`config.mk`:
```
export PLATFORM = sky130hd
export DESIGN_NAME = bscane2_tap_flat
export DESIGN_NICKNAME = d
export VERILOG_FILES = /design/src/rtl/bscane2_tap_if.sv /design/src/rtl/bscane2_tap.sv /design/src/flat_wrapper.sv
export SDC_FILE = /design/constraint.sdc
export NUM_CORES = 1
export LEC_CHECK = 0
export ABC_AREA = 1
export CAP_MARGIN = 20
export CORE_ASPECT_RATIO = 0.5
export CORE_MARGIN = 2
export CORE_UTILIZATION = 50
export DETAILED_ROUTE_END_ITERATION = 10
export PLACE_DENSITY = 0.73
export SLEW_MARGIN = 40
export SYNTH_ARGS = -nofsm -noshare
export SYNTH_HDL_FRONTEND = slang
export SYNTH_SLANG_ARGS = --single-unit
export TNS_END_PERCENT = 30
```
`constraint.sdc`:
```
create_clock -name jclk -period 1.6 [get_ports jclk]
set_clock_uncertainty 0.1 [all_clocks]
set_input_delay 0.32 -clock jclk [delete_from_list [all_inputs] [get_ports jclk]]
set_output_delay 0.32 -clock jclk [all_outputs]
set_load 0.03 [all_outputs]
```
`src/rtl/bscane2_tap_if.sv`:
```
// Fabric-side bundle of the BSCANE2-compatible access point. The TAP drives
// everything except TDO, which carries the fabric user register's serial output.
interface bscane2_tap_if;
  logic TCK;
  logic TMS;
  logic TDI;
  logic DRCK;
  logic RESET;
  logic RUNTEST;
  logic CAPTURE;
  logic SHIFT;
  logic UPDATE;
  logic SEL;
  logic TDO;

  modport master (
    output TCK, TMS, TDI, DRCK, RESET, RUNTEST, CAPTURE, SHIFT, UPDATE, SEL,
    input  TDO
  );

  modport slave (
    input  TCK, TMS, TDI, DRCK, RESET, RUNTEST, CAPTURE, SHIFT, UPDATE, SEL,
    output TDO
  );
endinterface

```
`src/rtl/bscane2_tap.sv`:
```
// 1149.1 TAP controller with 6-bit IR, IDCODE/BYPASS DRs and one USER access
// point decoded onto SEL; fabric side mirrors the BSCANE2 primitive.
module bscane2_tap #(
  parameter int          JTAG_CHAIN = 1,
  parameter logic [31:0] IDCODE     = 32'h0362D093
) (
  input  logic                jclk,
  input  logic                jreset,
  input  logic                pin_tms,
  input  logic                pin_tdi,
  output logic                pin_tdo,
  bscane2_tap_if.master       bscan,
  output logic [3:0]          o_dbg_state,
  output logic [5:0]          o_dbg_ir
);

  typedef enum logic [3:0] {
    ST_EXIT2_DR = 4'h0,
    ST_EXIT1_DR = 4'h1,
    ST_SHIFT_DR = 4'h2,
    ST_PAUSE_DR = 4'h3,
    ST_SEL_IR   = 4'h4,
    ST_UPD_DR   = 4'h5,
    ST_CAP_DR   = 4'h6,
    ST_SEL_DR   = 4'h7,
    ST_EXIT2_IR = 4'h8,
    ST_EXIT1_IR = 4'h9,
    ST_SHIFT_IR = 4'hA,
    ST_PAUSE_IR = 4'hB,
    ST_RTI      = 4'hC,
    ST_UPD_IR   = 4'hD,
    ST_CAP_IR   = 4'hE,
    ST_TLR      = 4'hF
  } tap_state_t;

  localparam logic [5:0] IR_IDCODE = 6'h09;
  localparam logic [5:0] USER_CODE = (JTAG_CHAIN == 1) ? 6'h02 :
                                     (JTAG_CHAIN == 2) ? 6'h03 :
                                     (JTAG_CHAIN == 3) ? 6'h22 : 6'h23;

  tap_state_t  r_state;
  tap_state_t  w_next;
  logic [5:0]  r_ir;
  logic [5:0]  r_ir_sr;
  logic [31:0] r_id_sr;
  logic        r_bypass;
  logic        w_sel;
  logic        w_is_idcode;

  assign w_sel       = (r_ir == USER_CODE);
  assign w_is_idcode = (r_ir == IR_IDCODE);

  always_ff @(posedge jclk) begin
    if (jreset) begin
      r_state  <= ST_TLR;
      r_ir     <= IR_IDCODE;
      r_ir_sr  <= 6'b000001;
      r_id_sr  <= IDCODE;
      r_bypass <= 1'b0;
    end else begin
      r_state <= w_next;
      case (r_state)
        ST_TLR:      r_ir    <= IR_IDCODE;
        ST_CAP_IR:   r_ir_sr <= 6'b000001;
        ST_SHIFT_IR: r_ir_sr <= {pin_tdi, r_ir_sr[5:1]};
        ST_UPD_IR:   r_ir    <= r_ir_sr;
        ST_CAP_DR: begin
          if (w_is_idcode)  r_id_sr  <= IDCODE;
          else if (!w_sel)  r_bypass <= 1'b0;
        end
        ST_SHIFT_DR: begin
          if (w_is_idcode)  r_id_sr  <= {pin_tdi, r_id_sr[31:1]};
          else if (!w_sel)  r_bypass <= pin_tdi;
        end
        default: ;
      endcase
    end
  end

  always_comb begin
    w_next = r_state;
    case (r_state)
      ST_TLR:      if (!pin_tms) w_next = ST_RTI;
      ST_RTI:      if (pin_tms)  w_next = ST_SEL_DR;
      ST_SEL_DR:   w_next = pin_tms ? ST_SEL_IR   : ST_CAP_DR;
      ST_SEL_IR:   w_next = pin_tms ? ST_TLR      : ST_CAP_IR;
      ST_CAP_DR:   w_next = pin_tms ? ST_EXIT1_DR : ST_SHIFT_DR;
      ST_SHIFT_DR: if (pin_tms)  w_next = ST_EXIT1_DR;
      ST_EXIT1_DR: w_next = pin_tms ? ST_UPD_DR   : ST_PAUSE_DR;
      ST_PAUSE_DR: if (pin_tms)  w_next = ST_EXIT2_DR;
      ST_EXIT2_DR: w_next = pin_tms ? ST_UPD_DR   : ST_SHIFT_DR;
      ST_UPD_DR:   w_next = pin_tms ? ST_SEL_DR   : ST_RTI;
      ST_CAP_IR:   w_next = pin_tms ? ST_EXIT1_IR : ST_SHIFT_IR;
      ST_SHIFT_IR: if (pin_tms)  w_next = ST_EXIT1_IR;
      ST_EXIT1_IR: w_next = pin_tms ? ST_UPD_IR   : ST_PAUSE_IR;
      ST_PAUSE_IR: if (pin_tms)  w_next = ST_EXIT2_IR;
      ST_EXIT2_IR: w_next = pin_tms ? ST_UPD_IR   : ST_SHIFT_IR;
      ST_UPD_IR:   w_next = pin_tms ? ST_SEL_DR   : ST_RTI;
      default:     w_next = ST_TLR;
    endcase
  end

  always_comb begin
    pin_tdo = 1'b0;
    if (r_state == ST_SHIFT_IR)      pin_tdo = r_ir_sr[0];
    else if (r_state == ST_SHIFT_DR) begin
      if (w_sel)            pin_tdo = bscan.TDO;
      else if (w_is_idcode) pin_tdo = r_id_sr[0];
      else                  pin_tdo = r_bypass;
    end
  end

  // Strobes are raw state decodes; the fabric must AND them with SEL itself.
  assign bscan.TCK     = jclk;
  assign bscan.TMS     = pin_tms;
  assign bscan.TDI     = pin_tdi;
  assign bscan.RESET   = (r_state == ST_TLR);
  assign bscan.RUNTEST = (r_state == ST_RTI);
  assign bscan.CAPTURE = (r_state == ST_CAP_DR);
  assign bscan.SHIFT   = (r_state == ST_SHIFT_DR);
  assign bscan.UPDATE  = (r_state == ST_UPD_DR);
  assign bscan.SEL     = w_sel;
  assign bscan.DRCK    = (w_sel && (bscan.CAPTURE || bscan.SHIFT)) ? jclk : 1'b1;

  assign o_dbg_state = r_state;
  assign o_dbg_ir    = r_ir;

endmodule

```
`src/flat_wrapper.sv`:
```
// flat-port wrapper written by rule: the top's interface ports become plain ports
module bscane2_tap_flat 
#(
  parameter int          JTAG_CHAIN = 1,
  parameter logic [31:0] IDCODE     = 32'h0362D093
)
  (jclk, jreset, pin_tms, pin_tdi, pin_tdo, o_dbg_state, o_dbg_ir, bscan_TCK, bscan_TMS, bscan_TDI, bscan_DRCK, bscan_RESET, bscan_RUNTEST, bscan_CAPTURE, bscan_SHIFT, bscan_UPDATE, bscan_SEL, bscan_TDO);
  bscane2_tap_if bscan_i ();
  input  logic jclk;
  input  logic jreset;
  input  logic pin_tms;
  input  logic pin_tdi;
  output logic pin_tdo;
  output logic [3:0] o_dbg_state;
  output logic [5:0] o_dbg_ir;
  output wire logic [$bits(bscan_i.TCK)-1:0] bscan_TCK;
  output wire logic [$bits(bscan_i.TMS)-1:0] bscan_TMS;
  output wire logic [$bits(bscan_i.TDI)-1:0] bscan_TDI;
  output wire logic [$bits(bscan_i.DRCK)-1:0] bscan_DRCK;
  output wire logic [$bits(bscan_i.RESET)-1:0] bscan_RESET;
  output wire logic [$bits(bscan_i.RUNTEST)-1:0] bscan_RUNTEST;
  output wire logic [$bits(bscan_i.CAPTURE)-1:0] bscan_CAPTURE;
  output wire logic [$bits(bscan_i.SHIFT)-1:0] bscan_SHIFT;
  output wire logic [$bits(bscan_i.UPDATE)-1:0] bscan_UPDATE;
  output wire logic [$bits(bscan_i.SEL)-1:0] bscan_SEL;
  input wire logic [$bits(bscan_i.TDO)-1:0] bscan_TDO;
  assign bscan_TCK = bscan_i.TCK;
  assign bscan_TMS = bscan_i.TMS;
  assign bscan_TDI = bscan_i.TDI;
  assign bscan_DRCK = bscan_i.DRCK;
  assign bscan_RESET = bscan_i.RESET;
  assign bscan_RUNTEST = bscan_i.RUNTEST;
  assign bscan_CAPTURE = bscan_i.CAPTURE;
  assign bscan_SHIFT = bscan_i.SHIFT;
  assign bscan_UPDATE = bscan_i.UPDATE;
  assign bscan_SEL = bscan_i.SEL;
  assign bscan_i.TDO = bscan_TDO;
  bscane2_tap #(.JTAG_CHAIN(JTAG_CHAIN), .IDCODE(IDCODE)) u_core (.jclk(jclk), .jreset(jreset), .pin_tms(pin_tms), .pin_tdi(pin_tdi), .pin_tdo(pin_tdo), .bscan(bscan_i), .o_dbg_state(o_dbg_state), .o_dbg_ir(o_dbg_ir));
endmodule
```
Yosys cells after proc, flatten, opt, wreduce, memory -nomap -nowiden:

Cells that the tools add are included.

* register bits after elaboration: 49
* input port bits: 5
* output and inout port bits: 21
* logic and storage cells: 75

* equal/unequal tests: 29
* muxes and demuxes: 31
* reductions and logical operators: 10

Operator list (count)
* $mux 32: 2
* $pmux 32 s2: 1
* $pmux 4 s15: 1
* $eq 4x4->1 const B: 8
* $mux 4: 7
* $ne 2x2->1 const B: 12
* $pmux 6 s2: 2
* $eq 4x3->1 const B: 4
* $mux 3: 4
* $mux 1: 10
* $eq 4x2->1 const B: 2
* $eq 6x2->1 const B: 1
* $eq 6x4->1 const B: 1
* $mux 2: 3
* $reduce_and 6->1: 1
* $reduce_bool 2->1: 3
* $reduce_and 5->1: 1
* $eq 4x1->1 const B: 1
* $logic_not 4->1: 1
* $reduce_and 3->1: 1
* $pmux 1 s2: 1
* $reduce_or 2->1: 1
* $logic_and 1x1->1: 1
* $logic_or 1x1->1: 1

Logic depth before layout (Yosys ltp):

Gate-level depths: netlist of the first run.

* depth after elaboration: 5
* depth in mapped cells: 8

==> impl_results.md, run 1 <==
* Num rows at 16
* IO Pins at 26
* Register bit total from synthesis at 49
* Crit path required time at 1.18 ns
* Fillers at between 200 and 250
* Layout cell share with drive strength beyond 1 at about two fifths
* Area share of the largest cell type after synthesis at 46.6%
* Worst Setup SP: u_core.o_dbg_ir[3]$_SDFFE_PP1P_
* CP arrival at 1.56 ns
* Hold wc startpoint: u_core.r_id_sr[30]$_SDFFE_PP0P_
* Fin Hold WS at 0.363 ns
* Average size of a mapped cell at roughly 7.4 µm²
* Synth Area in XOR/XNOR at 0%
* Setup WS post-layout at -0.381 ns
* Setup slack at placement at -0.318 ns
* Yosys cell types at 23
* Vias per std cell at about 5.4
* Max-slew violations at 0
* Library cell with the highest instance count after synthesis: nand2_1
* Crit path capture type: primary output
* Reg2Reg Setup Slack at -0.04 ns
* Clock latency on the worst-skew pair at 0.42 ns
* Final setup violation count at 28
* Post-synthesis sequential area ratio at between 40% and 50%
* Total power at 3.82 mW
* Die Width at approximately 96 µm
* Die Y at 49.9 µm
* Final #Nets at around 350
* Synthesis warning total at 0
* Failing checks: setup timing
* First-pass GRT wire length at 9.25 mm
* 1st-iter DRT viols at 114
* Post-Synthesis Cells at ~290
* Detailed Route WL at about 6.0 mm
* Worst path cell trace: buf_6, nand2_1, inv_2, nand3_4, nand2_2, nand3_1, nand2_1, nand2_1, buf_6
* Worst IR Drop VDD at approximately 0.001 V
* Antenna cell count at 0
* TritonRoute pass-1 iters at 5
* Async S/R FF share, synth at 0%
* Leak at between 1 and 1.5 nW
* Synth-to-Final Area Change at 43.7%
* GR Util All Layers at between 20% and 30%
* Post-synth top cells: nand2_1 (80), dfxtp_1 (49), nand3_1 (39), a21oi_1 (31), nor2_1 (19)
* Startpoint types: register
* Port bufs at 25
* Floorplan core area at 3960 µm²
* Max-slew headroom at 80.3%
* Net Count, Synth at about 290
* Crit path largest cell delay at between 0.3 and 0.4 ns
* Final ANT Viol Nets at 0
* Initial core utilization at 53.1%
* Number of global-route vias before repair at around 2100
* RR Startpoint: u_core.o_dbg_ir[3]$_SDFFE_PP1P_
* Top area cells in the synthesized netlist: dfxtp_1 (47%), nand2_1 (14%), nand3_1 (9.3%)
* Power per cell area at 1260 nW/µm²
* Max FO, Critical Path at 2
* Post-synth EDFFs at 0
* Post-synthesis compound-gate area fraction at 12.3%
* Worst R2R Path Depth at 11
* Grt ovf at 0
* Max Cap Viol at 0
* Cell mode on critical path: nand2_1
* Synth Area in Adders at 0%
* Post-synthesis instance area at 2110 µm²
* Critical Path End: pin_tdo
* Period utilization at 124%
* Detail Placement HPWL at approximately 3.2 mm
* Clock slew seen by the registers of the worst setup and hold paths at 0.09 ns
* Final core occ at about three quarters
* Largest family of logic cells by synthesized area: simple AND/OR/NAND/NOR gates
* Simple-gate share of the synthesized area at 32.2%
* Slowest stage cell, crit path: dfxtp_4
* Mux share of post-synthesis cell area at 0%
* HP Class: register to register
* RSZ-0062 raised after global routing: true
* RD Place Congestion at 0.905
* Status: finished with violations
* Worst flop-to-flop path endpoint: u_core.r_id_sr[0]$_SDFFE_PP1P_
* WS Path Type: register to primary output
* Worst-Margin Slew at approximately 0.30 ns
* DR DRC count at 0
* Hold-fix buffers at CTS at 0
* Largest net degree at the start of global routing at 32
* Vias at 2177
* Primary FF master, synth: dfxtp_1
* CTS tree: done
* Yosys top cell by area: dfxtp_1
* Max Freq at just over 500 MHz
* Number of antenna violations at the first check in global routing at 0
* Average wire per standard cell at around 15 µm
* Die Area at 4780 µm²
* Final hold violations at 0
* Tmin final at 1.98 ns
==> layer usage <==
metal	vias to the layer above	routed length (µm)	track usage (%)
met3	22	414	7.95
met5	-	0	0
li1	1052	-	-
met1	1013	2420	31.2
met4	0	173	14.0
met2	90	2990	39.0
==> stage by stage <==
| stage | TNS [ns] | cells | instance area [µm²] |
|---|---|---|---|
| 4_1_cts | -1.93 | 396 | 2830 |
| 6_report | -1.94 | 403 | 3030 |
| 3_5_place_dp | -0.524 | 377 | 2550 |
| 2_1_floorplan | -0.129 | 286 | 2120 |
| 3_3_place_gp | -0.521 | 377 | 2550 |
| 5_1_grt | -4.13 | 403 | 3030 |
==> where the power goes <==
| group | switching [mW] | internal [mW] |
|---|---|---|
| logic | 0.743 | 0.521 |
| clock network | 0.594 | 0.600 |
| registers | 0.0562 | 1.30 |
| total | 1.39 | 2.42 |
==> what timing repair did <==
item,CTS,global route
gates resized for setup,75,60
endpoints found under the setup margin,20,47
pin swaps,9,17
hold endpoints to repair,0,0
setup buffers,6,5
cloned,0,2
==> cell usage in the layout, fill, tap and decap left out, types with 2 or more instances in the layout <==
cell              n
nor2_4           11
nand3_2           2
buf_12            4
o21ai_1          13
buf_4            32
dfxtp_1          39
a21oi_2           3
o22ai_1           2
nor2_1            8
clkbuf_8          8
nand3_1          37
clkinv_4          2
inv_2            10
nor2_2            6
a21oi_1          28
dfxtp_4           2
o21ai_0           2
nand2_1          69
nand2_2          11
buf_6            18
nand2_4           3
inv_1             8
clkdlybuf4s50_1   4
dfxtp_2           8
buf_2             6
clkbuf_16         2
==> critical path, delay by kind of cell (launching register included) <==
kind,cells,cell delay (ns)
flip-flops,1,0.38
buffers and inverters,3,0.32
AND/OR/NAND/NOR,6,0.46
==> flip-flops by register name, indices dropped and copies added, names as in the netlist <==
signal	flops
u_core.o_dbg_ir	6
u_core.o_dbg_state	4
u_core.r_bypass	1
u_core.r_id_sr	32
u_core.r_ir_sr	6
==> cell type report <==
cell class | count | area (µm²) | area share [%]
clock buffer | 12 | 151 | 5.00
clock inverter | 3 | 22.5 | 0.744
inverter | 20 | 82.6 | 2.73
multi-input combinational | 200 | 1070 | 35.4
sequential | 49 | 998 | 33.0
tap | 54 | 67.6 | 2.23
timing repair buffer | 65 | 631 | 20.8
==> logic make-up (layout without fill, tap and decap cells) <==
kind of cell | count (synthesis) | in the layout
and+or+nand+nor | 150 | 150
AOI/OAI and AO/OA | 50 | 50
DFF | 49 | 49
buffers and inverters | 37 | 100
==> how the worst min path moves through the flow <==
stage / end / slack [ns] / cells past startpoint
3_3_place_gp: u_core.r_id_sr[28]$_SDFFE_PP0P_ / 0.35 / 2
3_5_place_dp: u_core.r_id_sr[23]$_SDFFE_PP0P_ / 0.35 / 2
2_1_floorplan: u_core.r_id_sr[5]$_SDFFE_PP0P_ / 0.34 / 2
5_1_grt: u_core.r_id_sr[5]$_SDFFE_PP0P_ / 0.40 / 2
4_1_cts: u_core.r_id_sr[27]$_SDFFE_PP0P_ / 0.37 / 2
6_report: u_core.r_id_sr[30]$_SDFFE_PP0P_ / 0.36 / 2
Power figures use the tool's default switching activity.
==> inputs of run 2 (changes only) <==
CORE_UTILIZATION = 49   (was 50)
PLACE_DENSITY = 0.75   (was 0.73)
clock period = 1.65 ns   (was 1.6 ns; I/O delays follow)
==> run 2 against run 1 <==
Net effect:
- the run still ends with setup timing left
- via count rose by 1.1%
- sequential cell count is the same
- setup slack got worse by 0.0061 ns
- clock power fell by 5%
- critical path depth is 1 lower
- count of clock-buffer cells in the layout stayed put
- sequential power decreased by 3%
- routed wire length is 2.9% lower
- core utilization shrank 3.6 points
- combinational power decreased by 9.5%
- register-to-register slack better by 0.15 ns
- first-iteration DRC count fell by 17%
==> impl_results.md, run 2 (synthesis results as in run 1) <==
* Status: finished with violations
* Failing checks: setup timing
* Die Y at slightly above 50 µm
* WS Path Type: register to primary output
* Floorplan core area at 4000 µm²
* CP arrival at 1.61 ns
* Commonest non-fill, non-tap cells in the layout: nand2_1 (77), buf_4 (40), dfxtp_1 (40), nand3_1 (38), a21oi_1 (31)
* Leak at roughly 1.3 nW
* Final setup violation count at 10
* Average wire per standard cell at 14.4 µm
* Vias at 2201
* Detail Placement HPWL at between 3 and 4 mm
* Detailed Route WL at 5.82 mm
* Port bufs at 25
* Vias per std cell at 5.43
* Final hold violations at 0
* Die Width at 96.7 µm
* Final ANT Viol Nets at 0
* Num rows at 16
* Fin Hold WS at ~0.36 ns
* Clock slew seen by the registers of the worst setup and hold paths at 0.09 ns
* Largest net degree at the start of global routing at 32
* # placed instances at 375
* RD Place Congestion at 0.918
* RSZ-0062 raised after global routing: true
* Worst-Margin Slew at 0.249 ns
* DR DRC count at 0
* Grt ovf at 0
* IO Pins at 26
* Crit path capture type: primary output
* Final #Nets at 354
* Number of antenna violations at the first check in global routing at 0
* Layout cell share with drive strength beyond 1 at 33.3%
* Max-slew headroom at 83.3%
* Max FO, Critical Path at 5
* Initial core utilization at 52.6%
* GR Util All Layers at 22.9%
* Crit path required time at 1.22 ns
* HP Class: register to register
* Max Freq at 491 MHz
* First-pass GRT wire length at 8.63 mm
* Commonest non-fill, non-tap cell in the layout: nand2_1
* Worst IR Drop VDD at 0.00112 V
* Finished Layout Cells at 405
* Number of global-route vias before repair at 1968
* Biggest register: u_core.r_id_sr
* Clock latency on the worst-skew pair at ~0.43 ns
* Hold-fix buffers at CTS at 0
* Largest register FFs at 32
* Setup WS post-layout at -0.387 ns
* Synth-to-Final Area Change at 38.3%
* Antenna cell count at 0
* Power per cell area at ~1200 nW/µm²
* TritonRoute pass-1 iters at 5
* Period utilization at 123%
* Startpoint types: register
* Max-slew violations at 0
* Tmin final at roughly 2.0 ns
* Die Area at about 4900 µm²
* 1st-iter DRT viols at 95
* CTS tree: done
* Max Cap Viol at 0
-- run 2: cell types whose count changed in the layout (fill, tap and decap cells not counted), sizes merged --
| cell | change |
|---|---|
| clkinvlp | +1 |
| buf | -2 |
| clkbuf | +1 |
| inv | +2 |
| clkinv | -3 |
| clkdlybuf4s15 | +3 |
-- run 2: layout make-up --
class,instances,area (µm²)
Timing Repair Buffer,67,612
Fill cell,289,1090
Clock buffer,12,150
Inverter,20,75.1
Clock inverter,3,21.3
Multi-Input combinational cell,200,993
Sequential cell,49,992
Tap cell,54,67.6
-- run 2: final timing paths --
path	cells past startpoint	endpoint	slack [ns]	start
max	8	pin_tdo	-0.39	u_core.o_dbg_state[2]$_SDFFE_PP1P_
min	2	u_core.r_id_sr[16]$_SDFFE_PP0P_	0.36	u_core.r_id_sr[16]$_SDFFE_PP0P_
max reg2reg	7	u_core.o_dbg_state[3]$_SDFFE_PP1P_	0.11	u_core.o_dbg_state[3]$_SDFFE_PP1P_
min reg2reg	2	u_core.r_id_sr[16]$_SDFFE_PP0P_	0.36	u_core.r_id_sr[16]$_SDFFE_PP0P_
-- run 2: critical path, stage by stage (launching register included) --
cell and delay [ns]:
dfxtp_2 0.34, inv_2 0.10, nand2_1 0.11, nor2_4 0.14, inv_2 0.06, nor2_1 0.10
nand2_1 0.09, nand2_1 0.10, buf_6 0.13
-- run 2: repair_timing --
| item | in CTS | in global routing |
|---|---|---|
| pin swaps | 6 | 4 |
| gates resized for setup | 59 | 26 |
| endpoints found under the setup margin | 19 | 13 |
| buffers inserted | 4 | 14 |
| gates cloned | 0 | 1 |
| hold endpoints to repair | 0 | 0 |
-- run 2: report_power, final --
part           switching [mW]  internal [mW]
sequential             0.0548           1.26
clock                   0.565          0.566
combinational           0.685          0.453
-- run 2: metal layers --
| layer | vias to the layer above | GRT usage, % | share of wire (%) |
|---|---|---|---|
| li1 | 1054 | - | - |
| met1 | 1021 | 26.1 | 39 |
| met2 | 100 | 37.8 | 50 |
| met3 | 26 | 7.24 | 7.0 |
| met4 | 0 | 15.0 | 3.9 |
| met5 | - | 0 | 0 |
-- run 2: metrics by stage --
step	power [mW]	TNS (ns)	instance area, µm²	utilization, %	worst slack [ns]
after floorplan	2.02	-0.406	2110	-	-0.111
after CTS	3.42	-1.68	2750	68.6	-0.310
final	3.59	-1.54	2910	72.7	-0.387
after global routing	3.77	-2.07	2910	72.7	-0.474
after detailed placement	2.33	-0.472	2510	62.7	-0.303
after global placement	2.31	-0.472	2510	62.7	-0.303
==> inputs of run 3 (changes only) <==
RECOVER_POWER = 25   (was not set)
==> results of run 3 <==
Final layout, timing and power as in run 2 (identical DEF).
